--- src/rtl/equiv_align_pkg.sv ---
// rtl/equiv_align_pkg.sv - shared types and widths for the equivalence stream aligner
package equiv_align_pkg;

  typedef enum logic [1:0] {
    ALIGNED = 2'd0,
    SKEW    = 2'd1,
    FAULT   = 2'd2
  } align_state_t;

  localparam int MATCH_CNT_W    = 32;
  localparam int MISMATCH_CNT_W = 16;
  localparam int PAIR_IDX_W     = 32;

endpackage

--- src/rtl/equiv_sync_fifo.sv ---
// rtl/equiv_sync_fifo.sv - single-clock FIFO with flush; head data always presented
module equiv_sync_fifo #(
  parameter int DATA_WIDTH = 32,
  parameter int FIFO_DEPTH = 8,
  localparam int AW = $clog2(FIFO_DEPTH),
  localparam int CW = AW + 1
) (
  input  logic                  clk,
  input  logic                  rst,
  input  logic                  push,
  input  logic                  pop,
  input  logic                  flush,
  input  logic [DATA_WIDTH-1:0] wdata,
  output logic [DATA_WIDTH-1:0] rdata,
  output logic                  full,
  output logic                  empty,
  output logic [CW-1:0]         count
);

  logic [DATA_WIDTH-1:0] mem_q [FIFO_DEPTH];
  logic [AW-1:0]         wr_ptr_q, wr_ptr_d;
  logic [AW-1:0]         rd_ptr_q, rd_ptr_d;
  logic [CW-1:0]         count_q, count_d;
  logic                  do_push, do_pop;

  assign empty = (count_q == '0);
  assign full  = (count_q == CW'(FIFO_DEPTH));
  assign count = count_q;
  assign rdata = mem_q[rd_ptr_q];

  // A pop frees the slot on the same edge, so a push to a full FIFO is taken when it pops.
  always_comb begin
    do_pop   = pop && !empty;
    do_push  = push && (!full || do_pop);
    wr_ptr_d = do_push ? wr_ptr_q + AW'(1) : wr_ptr_q;
    rd_ptr_d = do_pop  ? rd_ptr_q + AW'(1) : rd_ptr_q;
    count_d  = count_q + CW'(do_push) - CW'(do_pop);
  end

  // Pointer and occupancy registers; flush behaves like reset.
  always_ff @(posedge clk) begin
    if (rst || flush) begin
      wr_ptr_q <= '0;
      rd_ptr_q <= '0;
      count_q  <= '0;
    end else begin
      wr_ptr_q <= wr_ptr_d;
      rd_ptr_q <= rd_ptr_d;
      count_q  <= count_d;
    end
  end

  // Storage array; contents beyond the pointers are don't-care, so no reset.
  always_ff @(posedge clk) begin
    if (do_push && !flush) begin
      mem_q[wr_ptr_q] <= wdata;
    end
  end

endmodule

--- src/rtl/equiv_stream_aligner.sv ---
// rtl/equiv_stream_aligner.sv - pairs original/optimized output streams and compares them (EQUIV_ALIGN_CAPTURE_EN enables first-mismatch capture)
module equiv_stream_aligner
  import equiv_align_pkg::*;
#(
  parameter int DATA_WIDTH = 32,
  parameter int FIFO_DEPTH = 8,
  parameter int TIMEOUT    = 64
) (
  input  logic                      clk,
  input  logic                      rst,
  input  logic                      orig_valid,
  input  logic [DATA_WIDTH-1:0]     orig_data,
  input  logic                      opt_valid,
  input  logic [DATA_WIDTH-1:0]     opt_data,
  output logic                      pair_valid,
  output logic [DATA_WIDTH-1:0]     pair_orig,
  output logic [DATA_WIDTH-1:0]     pair_opt,
  output logic                      pair_match,
  output logic                      mismatch,
  output logic                      overflow,
  output logic                      timeout,
  output logic [MATCH_CNT_W-1:0]    match_count,
  output logic [MISMATCH_CNT_W-1:0] mismatch_count,
  output logic [PAIR_IDX_W-1:0]     first_mis_idx,
  output logic [DATA_WIDTH-1:0]     first_mis_orig,
  output logic [DATA_WIDTH-1:0]     first_mis_opt
);

  localparam int CW  = $clog2(FIFO_DEPTH) + 1;
  localparam int SKW = $clog2(TIMEOUT + 1);

  align_state_t state_q, state_d;
  logic [SKW-1:0] skew_cnt_q, skew_cnt_d;

  logic                  in_fault, pop;
  logic                  orig_push, opt_push, orig_acc, opt_acc;
  logic                  ovf_ev, timeout_ev, cmp_eq;
  logic [CW-1:0]         orig_count, opt_count, orig_nx, opt_nx;
  logic                  orig_full, orig_empty, opt_full, opt_empty;
  logic [DATA_WIDTH-1:0] orig_head, opt_head;

  logic                      pair_valid_q, pair_match_q, mismatch_q, overflow_q, timeout_q;
  logic [DATA_WIDTH-1:0]     pair_orig_q, pair_opt_q;
  logic [MATCH_CNT_W-1:0]    match_count_q;
  logic [MISMATCH_CNT_W-1:0] mismatch_count_q;
  logic [PAIR_IDX_W-1:0]     pair_idx_q;

  equiv_sync_fifo #(.DATA_WIDTH(DATA_WIDTH), .FIFO_DEPTH(FIFO_DEPTH)) u_orig_fifo (
    .clk(clk), .rst(rst), .push(orig_push), .pop(pop), .flush(in_fault),
    .wdata(orig_data), .rdata(orig_head), .full(orig_full), .empty(orig_empty),
    .count(orig_count)
  );

  equiv_sync_fifo #(.DATA_WIDTH(DATA_WIDTH), .FIFO_DEPTH(FIFO_DEPTH)) u_opt_fifo (
    .clk(clk), .rst(rst), .push(opt_push), .pop(pop), .flush(in_fault),
    .wdata(opt_data), .rdata(opt_head), .full(opt_full), .empty(opt_empty),
    .count(opt_count)
  );

  // Push/pop qualification and post-edge occupancy used to classify the next state.
  always_comb begin
    in_fault   = (state_q == FAULT);
    orig_push  = orig_valid && !in_fault;
    opt_push   = opt_valid && !in_fault;
    pop        = !orig_empty && !opt_empty && !in_fault;
    orig_acc   = orig_push && (!orig_full || pop);
    opt_acc    = opt_push && (!opt_full || pop);
    ovf_ev     = (orig_push && !orig_acc) || (opt_push && !opt_acc);
    timeout_ev = (state_q == SKEW) && (skew_cnt_q == SKW'(TIMEOUT));
    orig_nx    = orig_count + CW'(orig_acc) - CW'(pop);
    opt_nx     = opt_count + CW'(opt_acc) - CW'(pop);
    cmp_eq     = (orig_head == opt_head);
  end

  // Next-state and skew counter: FAULT is terminal; otherwise state mirrors FIFO occupancy.
  always_comb begin
    state_d    = state_q;
    skew_cnt_d = skew_cnt_q;
    unique case (state_q)
      FAULT: begin
        state_d = FAULT;
      end
      default: begin
        if (ovf_ev || timeout_ev) begin
          state_d = FAULT;
        end else if ((orig_nx != '0) != (opt_nx != '0)) begin
          state_d = SKEW;
        end else begin
          state_d = ALIGNED;
        end
        skew_cnt_d = (state_q == SKEW && state_d == SKEW) ? skew_cnt_q + SKW'(1) : '0;
      end
    endcase
  end

  // State and skew counter registers.
  always_ff @(posedge clk) begin
    if (rst) begin
      state_q    <= ALIGNED;
      skew_cnt_q <= '0;
    end else begin
      state_q    <= state_d;
      skew_cnt_q <= skew_cnt_d;
    end
  end

  // Registered comparison, sticky flags and saturating statistics; pop never occurs in FAULT.
  always_ff @(posedge clk) begin
    if (rst) begin
      pair_valid_q     <= 1'b0;
      pair_orig_q      <= '0;
      pair_opt_q       <= '0;
      pair_match_q     <= 1'b0;
      mismatch_q       <= 1'b0;
      overflow_q       <= 1'b0;
      timeout_q        <= 1'b0;
      match_count_q    <= '0;
      mismatch_count_q <= '0;
      pair_idx_q       <= '0;
    end else begin
      pair_valid_q <= pop;
      overflow_q   <= overflow_q | ovf_ev;
      timeout_q    <= timeout_q | timeout_ev;
      if (pop) begin
        pair_orig_q  <= orig_head;
        pair_opt_q   <= opt_head;
        pair_match_q <= cmp_eq;
        pair_idx_q   <= pair_idx_q + PAIR_IDX_W'(1);
        if (cmp_eq) begin
          if (match_count_q != '1) match_count_q <= match_count_q + MATCH_CNT_W'(1);
        end else begin
          mismatch_q <= 1'b1;
          if (mismatch_count_q != '1) mismatch_count_q <= mismatch_count_q + MISMATCH_CNT_W'(1);
        end
      end
    end
  end

`ifdef EQUIV_ALIGN_CAPTURE_EN
  logic                  cap_done_q;
  logic [PAIR_IDX_W-1:0] cap_idx_q;
  logic [DATA_WIDTH-1:0] cap_orig_q, cap_opt_q;

  // Load the capture registers once, on the first mismatched pair after reset.
  always_ff @(posedge clk) begin
    if (rst) begin
      cap_done_q <= 1'b0;
      cap_idx_q  <= '0;
      cap_orig_q <= '0;
      cap_opt_q  <= '0;
    end else if (pop && !cmp_eq && !cap_done_q) begin
      cap_done_q <= 1'b1;
      cap_idx_q  <= pair_idx_q;
      cap_orig_q <= orig_head;
      cap_opt_q  <= opt_head;
    end
  end

  assign first_mis_idx  = cap_idx_q;
  assign first_mis_orig = cap_orig_q;
  assign first_mis_opt  = cap_opt_q;
`else
  logic unused_pair_idx;
  assign unused_pair_idx = ^pair_idx_q;
  assign first_mis_idx   = '0;
  assign first_mis_orig  = '0;
  assign first_mis_opt   = '0;
`endif

  assign pair_valid     = pair_valid_q;
  assign pair_orig      = pair_orig_q;
  assign pair_opt       = pair_opt_q;
  assign pair_match     = pair_match_q;
  assign mismatch       = mismatch_q;
  assign overflow       = overflow_q;
  assign timeout        = timeout_q;
  assign match_count    = match_count_q;
  assign mismatch_count = mismatch_count_q;

endmodule

--- config.mk ---
export PLATFORM = sky130hd
export DESIGN_NAME = equiv_stream_aligner
export DESIGN_NICKNAME = d
export VERILOG_FILES = /design/src/rtl/equiv_align_pkg.sv /design/src/rtl/equiv_sync_fifo.sv /design/src/rtl/equiv_stream_aligner.sv
export SDC_FILE = /design/constraint.sdc
export NUM_CORES = 1
export LEC_CHECK = 0
export ABC_CLOCK_PERIOD_IN_PS = 4900
export CAP_MARGIN = 20
export CORE_ASPECT_RATIO = 1.2
export CORE_MARGIN = 2
export CORE_UTILIZATION = 53
export CTS_BUF_LIST = sky130_fd_sc_hd__clkbuf_8
export DETAILED_ROUTE_END_ITERATION = 12
export PLACE_DENSITY = 0.78
export SYNTH_ARGS = -nofsm -noshare
export SYNTH_HDL_FRONTEND = slang
export SYNTH_SLANG_ARGS = --single-unit
--- constraint.sdc ---
create_clock -name clk -period 4.9 [get_ports clk]
set_input_delay 0.98 -clock clk [delete_from_list [all_inputs] [get_ports clk]]
set_output_delay 0.98 -clock clk [all_outputs]
set_load 0.1 [all_outputs]
==> results.md, run 1 <==
- Outcome: completed
- Static Leak: 10.5 nW
- Fin area: 0.0314 sq mm
- Fin nets: 1,992
- Num CTS Buffers: 99
- Grt ovf: 0
- DR top layer: met4
- Worst-path fanout max: 38
- Ys Warns: 0
- Die Footprint: 0.0529 sq mm
- Max Root-Sink Buffers: 3
- Total Wirelength: 60,000 um
- First-pass GRT wire length: 88,600 um
- Postcts setup bufs: 0
- Total design power: 17.9 mW
- H-Tree Depth: 3
- Worst-margin pin slew: 1140 ps
- Resized Gates After CTS: 0
- P&R area growth vs syn: 15.9%
- RSZ-0062 raised after global routing: no
- Pre-antenna DRT Iters: 5
- Critical path arrival: 4760 ps
- Initial Util: 0.538
- RD Place Congestion: 0.790
- Routed met2 length: 30,600 um
- Synth Area in XOR/XNOR: 0.0165
- Mux contribution to synthesized area: 0.140
- Pins Over Slew Limit: 0
- HPWL after detailed placement: 38,100 um
- Die height: 252 um
- Largest net degree at the start of global routing: 110
- Slew headroom: 0.235
- Synth area leaders: edfxtp_1 57%, dfxtp_1 11%, mux4_2 10%
- Post-synthesis sequential area ratio: 0.680
- Port bufs: 184
- Util after Layout: 0.623
- Total number of vias: 15,100
- Share of flip-flops with an asynchronous set or reset: 0
- Max incr delay on CP: 770 ps
- Crit path max-delay family: simple AND/OR/NAND/NOR gates
- Layout Cells excl Fill: 2,629
- Final setup viols: 0
- Share of the synthesized area in the top cell type: 0.568
- IO Pins: 281
- Cells after Synth: 1,645
- Yosys top cell by area: edfxtp_1
- Antenna Nets Post-Route: 0
- Clock slew at reported path FFs: 60 ps
- Row count: 90
- DRT iter0 DRCs: 1,430
- Layout Skew: 26.5 ps
- Top_reg_cell synth: edfxtp_1
- Initial antenna violation count: 7
- Crit path kind: reg -> reg
- Data required time at the worst endpoint: 5480 ps
- Root Driver: clkbuf_8
- Compound-Gate Fraction of Synth Area: 0.0380
- CTS sink cnt: 664
- Adder-Cell Fraction of Synth Area: 0.0150
- Worst-Skew Late Latency: 670 ps
- DIE WIDTH: 210 um
- Post-CTS Hold Buffers: 0
- Fin crit share: 0.852
- # Max-Cap Violations: 0
- Min Tclk post-route: 4180 ps
- Dpl cells: 2,437
- Total power divided by cell area: 572 mW/mm^2
- Setup tns final: 0 ps
- CTS tree: built
- WL per Instance: 22.8 um
- CP endpoint kind: flip-flop
- Ratio of cells with drive above 1 in the final layout: 0.184
- Residual DRC: 0
- Flops & latches, synth: 664
- Metal3 WL: 4390 um
- Placed inst area: 0.0293 sq mm
- Mapped Area: 0.0271 sq mm
- M1 WL: 23,500 um
- Min-delay worst type: reg -> reg
- Max Freq: 239 MHz
- CP startpoint kind: flip-flop
- Number of global-route vias before repair: 15,000
- Min-delay src: overflow
- Mean Syn Cell Area: 16.5 sq um
- Largest family of logic cells by synthesized area: multiplexers
- Vias/cell: 5.73
- Count of final hold-check violations: 0
- Peak supply drop: 0.000572 V
- Tot GR Track Use: 0.226
- Number of synthesized flops with an enable pin: 512
- Post-synthesis simple-gate area fraction: 0.0587
- CP max stage cell: or4_4
- Unique masters post-synth: 60
- Core area: 0.0503 sq mm
- Critical path buffers and inverters: 1
- CP Cell Sequence: buf_12 > mux4_2 > mux2i_1 > xor2_1 > nor4_2 > nand4_2 > or4_4 > or4_1 > a21oi_1
state kept, by name, summed over array words and instances (netlist names), 4 cells and up, named ones only:
signal             cells
u_orig_fifo.mem_q    256
skew_cnt_q             7
u_opt_fifo.mem_q     256
pair_opt              32
u_orig_fifo.count      4
match_count           32
mismatch_count        16
pair_orig             32
u_opt_fifo.count       4
report_power, final:
part	total [mW]	switching (mW)	internal, mW
logic	6.24	4.27	1.97
clock network	4.49	2.06	2.43
registers	7.20	0.453	6.75
routing by layer:
| metal | GRT usage | vias up |
|---|---|---|
| met5 | 0 | - |
| li1 | - | 6681 |
| met3 | 0.0432 | 81 |
| met4 | 0.0871 | 0 |
| met1 | 0.289 | 7666 |
| met2 | 0.385 | 639 |
through the flow:
stage	hold slack [ps]	setup slack, ps
2_1_floorplan	450	179
3_3_place_gp	444	716
3_5_place_dp	448	658
4_1_cts	457	655
5_1_grt	481	460
6_report	457	723
cell usage after synthesis, types with 11 or more instances:
master,instances
edfxtp_1,512
dfxtp_1,152
nor2_1,129
mux4_2,124
buf_4,98
mux2i_1,66
a211oi_1,65
clkbuf_1,44
xor2_1,41
a21oi_1,39
nand2_1,38
inv_1,36
ha_1,26
nand3_1,25
o21ai_0,22
nor2b_1,19
or3_1,18
mux2_2,17
buf_2,16
and3_1,11
nand2b_1,11
final timing paths:
path	to	slack, ps	depth (start not counted)
hold / removal	overflow	460	2
setup / recovery	match_count[18]	720	9
hold reg to reg	overflow	460	2
setup reg to reg	match_count[18]	720	9
kinds of logic (layout without fill, tap and decap cells):
family	after synthesis	after routing
buffers and inverters	215	454
AO/OA/AOI/OAI	155	155
other	1	102
flip-flops	664	664
multiplexers	213	213
XOR/XNOR	51	51
AND/OR/NAND/NOR	316	316
adder cells (fa/ha/maj)	30	30
tightest hold or removal path: stages, from the launching register on:
cell,delay (ps)
dfxtp_1,310
inv_1,50
a21oi_1,50
layout by cell type, fill, tap and decap left out, types with 5 or more instances in the layout:
cell type        count
a211oi_1            65
a21oi_1             39
a311oi_1             5
and2_1               5
and3_1              11
and4_1               5
buf_4               46
bufinv_16            6
clkbuf_8           113
clkdlybuf4s50_1    183
clkinv_1            12
clkinv_2            12
conb_1              96
dfxtp_1            146
diode_2              6
edfxtp_1           512
ha_1                26
inv_1               72
mux2_2              17
mux2i_1             66
mux4_2             124
nand2_1             38
nand2b_1            11
nand3_1             25
nand4_1             10
nor2_1             121
nor2_4               6
nor2b_1             19
nor3_1               5
nor3_2               5
nor4_1               9
nor4_2               5
o21ai_0             22
or3_1               18
or4_1                5
xnor2_1             10
xor2_1              41
area by class of cell:
class | count | area [sq um]
Tap cell | 644 | 806
Sequential cell | 664 | 18400
Multi-Input combinational cell | 861 | 7720
Fill cell | 3504 | 19000
Antenna cell | 6 | 15.0
Timing Repair Buffer | 232 | 2240
Clock buffer | 113 | 1560
Inverter | 36 | 138
Clock inverter | 73 | 474
Note: power is estimated with default switching activity, not from simulation.
==> run 2: changes to the inputs <==
--- a/config.mk
+++ b/config.mk
@@ -5,14 +5,15 @@
 export SDC_FILE = /design/constraint.sdc
 export NUM_CORES = 1
 export LEC_CHECK = 0
-export ABC_CLOCK_PERIOD_IN_PS = 4900
+export ABC_CLOCK_PERIOD_IN_PS = 4150
 export CAP_MARGIN = 20
 export CORE_ASPECT_RATIO = 1.2
 export CORE_MARGIN = 2
-export CORE_UTILIZATION = 53
+export CORE_UTILIZATION = 59
 export CTS_BUF_LIST = sky130_fd_sc_hd__clkbuf_8
 export DETAILED_ROUTE_END_ITERATION = 12
-export PLACE_DENSITY = 0.78
+export PLACE_DENSITY_LB_ADDON = 0.25
+export RECOVER_POWER = 100
 export SYNTH_ARGS = -nofsm -noshare
 export SYNTH_HDL_FRONTEND = slang
 export SYNTH_SLANG_ARGS = --single-unit
==> constraint.sdc (replaced) <==
create_clock -name clk -period 4.15 [get_ports clk]
set_input_delay 0.83 -clock clk [delete_from_list [all_inputs] [get_ports clk]]
set_output_delay 0.83 -clock clk [all_outputs]
set_load 0.1 [all_outputs]
==> results.md, run 2 (synthesis gave the netlist of run 1 again) <==
- Most common cell after layout, fill and taps aside: edfxtp_1
- Fin crit share: 0.944
- Critical path arrival: 4550 ps
- Peak supply drop: 0.000726 V
- CP Cell Sequence: buf_4 > mux4_1 > mux2i_1 > buf_4 > xor2_1 > nor4_2 > nand4_1 > clkbuf_1 > or2_0 > or4_1 > a21oi_1
- Outcome: complete, but fails checks
- DRT iter0 DRCs: 1,116
- Layout Cells excl Fill: 2,624
- Pre-CTS setup slack: 229 ps
- # Max-Cap Violations: 1
- Initial Util: 0.593
- Top flop regs: u_opt_fifo.mem_q (256), u_orig_fifo.mem_q (256)
- Min-delay src: overflow
- CP startpoint kind: flip-flop
- Fin area: 0.0314 sq mm
- Root Driver: clkbuf_8
- Fin nets: 2,018
- Total design power: 21.0 mW
- First-pass GRT wire length: 87,400 um
- Grt ovf: 0
- Dpl cells: 2,434
- Max Freq: 255 MHz
- WL per Instance: 22.4 um
- Layout Skew: 41.2 ps
- Pins Over Slew Limit: 103
- CP endpoint kind: flip-flop
- RSZ-0062 raised after global routing: no
- Residual DRC: 0
- Data required time at the worst endpoint: 4780 ps
- Failing checks: capacitance limit, slew limit
- Min-delay worst type: reg -> reg
- Total Wirelength: 58,800 um
- Max Root-Sink Buffers: 3
- Worst-Skew Late Latency: 700 ps
- Clock slew at reported path FFs: 60 ps
- HPWL after detailed placement: 36,500 um
- Setup ws final: 231 ps
- Setup tns final: 0 ps
- Number of global-route vias before repair: 14,800
- Post-CTS Hold Buffers: 0
- Count of final hold-check violations: 0
- Core area: 0.0456 sq mm
- P&R area growth vs syn: 15.9%
- Max incr delay on CP: 600 ps
- Total power divided by cell area: 669 mW/mm^2
- CP max stage cell: mux4_1
- Port bufs: 184
- CTS tree: built
- RD Place Congestion: 0.800
- Slew headroom: -0.243
- CP dominant cell by count: buf_4
- Vias/cell: 5.68
- Antenna Nets Post-Route: 0
- Crit path kind: reg -> reg
- Row count: 86
- Static Leak: 10.8 nW
- Die Footprint: 0.0476 sq mm
- Final setup viols: 0
- Placed inst area: 0.0297 sq mm
- CTS sink cnt: 664
- H-Tree Depth: 3
- Worst-margin pin slew: 1860 ps
- IO Pins: 281
- Area of the multi-input gates: 0.00770 sq mm
- Total number of vias: 14,900
- Register Area: 0.0184 sq mm
- Min Tclk post-route: 3920 ps
- Worst-path fanout max: 12
- Pre-antenna DRT Iters: 5
- Num CTS Buffers: 98
- Tot GR Track Use: 0.250
- DIE WIDTH: 200 um
- Highest-count cells in the layout ignoring fill and taps: 512 x edfxtp_1, 181 x dlygate4sd3_1, 146 x dfxtp_1
- Fillers: 3,102
- Die height: 239 um
- Largest net degree at the start of global routing: 103
- Ratio of cells with drive above 1 in the final layout: 0.193
- Initial antenna violation count: 12
## run 2: changes by cell type in the layout (fill, tap and decap cells not counted), sizes merged, moves of 4 or more
cell | before | now
clkinv | 24 | 46
inv | 75 | 61
clkbuf | 113 | 128
dlygate4sd3 | 0 | 181
buf | 49 | 53
clkdlybuf4s50 | 183 | 2
## run 2: worst paths after layout
check	cells after the start	end	slack (ps)
min	2	overflow	450
max	11	match_count[3]	230
max reg2reg	11	match_count[3]	230
min reg2reg	2	overflow	450
## run 2: per-stage QoR
stage | util | hold WS [ps]
3_5_place_dp | 0.651 | 453
6_report | 0.688 | 454
5_1_grt | 0.688 | 485
3_3_place_gp | 0.651 | 441
2_1_floorplan | - | 450
4_1_cts | 0.692 | 463
## run 2: layout make-up
type / count / area share
Antenna cell: 3 / 0.000239
Clock buffer: 106 / 0.0465
Clock inverter: 79 / 0.0140
Inverter: 36 / 0.00438
Multi-Input combinational cell: 862 / 0.245
Sequential cell: 664 / 0.587
Tap cell: 616 / 0.0246
Timing Repair Buffer: 258 / 0.0778
## run 2: critical path, delay by kind of cell (launching register included)
kind / cells / cell delay (ps)
AO/OA/AOI/OAI: 1 / 160
multiplexers: 2 / 780
buffers and inverters: 3 / 750
flip-flops: 1 / 520
AND/OR/NAND/NOR: 4 / 1530
XOR/XNOR: 1 / 90
## run 2: where the power goes
group	internal, mW	switching, mW
sequential	7.98	0.417
clock	2.57	2.45
combinational	2.42	5.16
total	13.0	8.03
## run 2: routing by layer
metal  vias up  GRT usage  share of wire
li1       6728          -              -
met5         -          0        0.00068
met2       525      0.414           0.51
met1      7568      0.330           0.40
met3        86     0.0543          0.073
met4         6     0.0862          0.022
## run 2: repair_timing
action / CTS / global route
resized for setup: 0 / 2
buffers inserted: 0 / 1
endpoints found under the setup margin: 0 / 7
==> run 3: changes to the inputs <==
--- a/config.mk
+++ b/config.mk
@@ -9,11 +9,12 @@
 export CAP_MARGIN = 20
 export CORE_ASPECT_RATIO = 1.2
 export CORE_MARGIN = 2
-export CORE_UTILIZATION = 59
+export CORE_UTILIZATION = 50
 export CTS_BUF_LIST = sky130_fd_sc_hd__clkbuf_8
 export DETAILED_ROUTE_END_ITERATION = 12
 export PLACE_DENSITY_LB_ADDON = 0.25
 export RECOVER_POWER = 100
+export SETUP_SLACK_MARGIN = 0.4
 export SYNTH_ARGS = -nofsm -noshare
 export SYNTH_HDL_FRONTEND = slang
 export SYNTH_SLANG_ARGS = --single-unit
==> results.md, run 3 (synthesis gave the netlist of run 1 again) <==
- Outcome: completed
- Max incr delay on CP: 610 ps
- Clock slew at reported path FFs: 60 ps
- Total number of vias: 14,900
- Max Freq: 264 MHz
- Antenna Nets Post-Route: 0
- CP max stage cell: or4_4
- Row count: 93
- Fin nets: 2,041
- Worst R2R Setup Slack: 360 ps
- Data required time at the worst endpoint: 4770 ps
- Register Area: 0.0184 sq mm
- Pins Over Slew Limit: 0
- Min-delay src: timeout
- Total Wirelength: 59,900 um
- Min-delay worst type: reg -> reg
- Tot GR Track Use: 0.210
- Worst-Skew Late Latency: 700 ps
- Residual DRC: 0
- Most common cell after layout, fill and taps aside: edfxtp_1
- CTS sink cnt: 664
- Worst-path fanout max: 19
- Largest net degree at the start of global routing: 116
- Layout Skew: 34.3 ps
- Crit Reg-Reg Endpoint: match_count[19]
- Fin crit share: 0.913
- Setup tns final: 0 ps
- First-pass GRT wire length: 88,000 um
- Slew headroom: 0.115
- Setup ws final: 363 ps
- Ratio of cells with drive above 1 in the final layout: 0.207
- Crit path kind: reg -> reg
- CP Depth: 12
- Highest-count cells in the layout ignoring fill and taps: 512 x edfxtp_1, 181 x dlygate4sd3_1, 145 x dfxtp_1
- CP endpoint kind: flip-flop
- Hold depth: 2
- Reg2reg path depth: 12
- Die height: 259 um
- Top flop regs: u_opt_fifo.mem_q (256), u_orig_fifo.mem_q (256)
- Pre-CTS setup slack: 188 ps
- Number of global-route vias before repair: 14,500
- Vias/cell: 5.44
- CP startpoint kind: flip-flop
- # Max-Cap Violations: 0
- Pre-antenna DRT Iters: 5
- Num CTS Buffers: 101
- Static Leak: 11.1 nW
- WL per Instance: 21.8 um
- Root Driver: clkbuf_8
- Final setup viols: 0
- P&R area growth vs syn: 18.0%
- CP Cell Sequence: buf_4 > buf_12 > mux4_2 > mux2i_1 > xor2_1 > nor4_1 > nand4_2 > buf_4 > buf_4 > or4_4 > or3_1 > a21oi_1
- Initial antenna violation count: 12
- RSZ-0062 raised after global routing: no
- CP dominant cell by count: buf_4
- DIE WIDTH: 216 um
- Area of the multi-input gates: 0.00790 sq mm
- Max Root-Sink Buffers: 3
- RD Place Congestion: 0.816
- Die Footprint: 0.0560 sq mm
- Min Tclk post-route: 3790 ps
- DRT iter0 DRCs: 1,121
- Initial Util: 0.505
- Critical path arrival: 4400 ps
- Port bufs: 184
- Count of final hold-check violations: 0
- Worst-margin pin slew: 1330 ps
- H-Tree Depth: 3
- Grt ovf: 0
- Fillers: 4,090
- Peak supply drop: 0.000661 V
- Total power divided by cell area: 669 mW/mm^2
- HPWL after detailed placement: 36,500 um
- IO Pins: 281
- Crit path max-delay family: simple AND/OR/NAND/NOR gates
- Core area: 0.0536 sq mm
- CP endpoint: match_count[19]
- Critical path buffers and inverters: 4
- CTS tree: built
[run 3: changes by cell type in the layout (fill, tap and decap cells not counted), sizes merged]
cell / before / now
diode: 3 / 6
or4: 7 / 9
clkinv: 46 / 24
buf: 53 / 71
inv: 61 / 83
clkbuf: 128 / 133
clkinvlp: 5 / 2
[run 3: how the worst min path moves through the flow]
stage                          to  slack (ps)
finish                    timeout         450
global route              timeout         470
CTS                       timeout         450
detailed placement        timeout         440
global placement          timeout         440
floorplan           skew_cnt_q[6]         450
[run 3: through the flow]
step,hold WS (ps),utilization,power [mW],instance area (sq um),cells
2_1_floorplan,450,-,14.2,27500,1740
3_3_place_gp,442,0.556,16.1,29800,2524
3_5_place_dp,442,0.556,16.3,29800,2524
4_1_cts,451,0.593,21.5,31800,2713
5_1_grt,467,0.596,22.4,31900,2741
6_report,446,0.596,21.4,32000,2745
[run 3: area by class of cell]
type,instances,area share
Sequential cell,664,0.577
Multi-Input combinational cell,864,0.247
Timing Repair Buffer,276,0.0828
Clock buffer,111,0.0478
Tap cell,712,0.0279
Clock inverter,76,0.0129
Inverter,36,0.00431
Antenna cell,6,0.000470
[run 3: where the power goes]
part	internal, mW	switching, mW
Combinational	2.63	5.31
Sequential	7.98	0.376
Clock	2.65	2.44
Total	13.3	8.12
[run 3: metal layers]
metal / vias to the layer above / share of wire / track usage
li1: 6781 / - / -
met1: 7586 / 0.40 / 0.274
met2: 493 / 0.51 / 0.356
met3: 73 / 0.069 / 0.0465
met4: 2 / 0.018 / 0.0647
met5: - / 0.00018 / 0
[run 3: timing repair]
item                       in CTS  in global routing
setup endpoints to repair      31                 38
hold buffers                    0                  0
pin swaps                       2                  6
cloned                          0                  4
gates resized for setup         6                 31
buffers inserted                2                 21
[run 3: worst register-to-register path, stage by stage, from the launching register on]
cell	delay (ps)
dfxtp_4	460
buf_4	170
buf_12	160
mux4_2	520
mux2i_1	230
xor2_1	140
nor4_1	440
nand4_2	130
buf_4	200
buf_4	140
or4_4	610
or3_1	390
a21oi_1	130
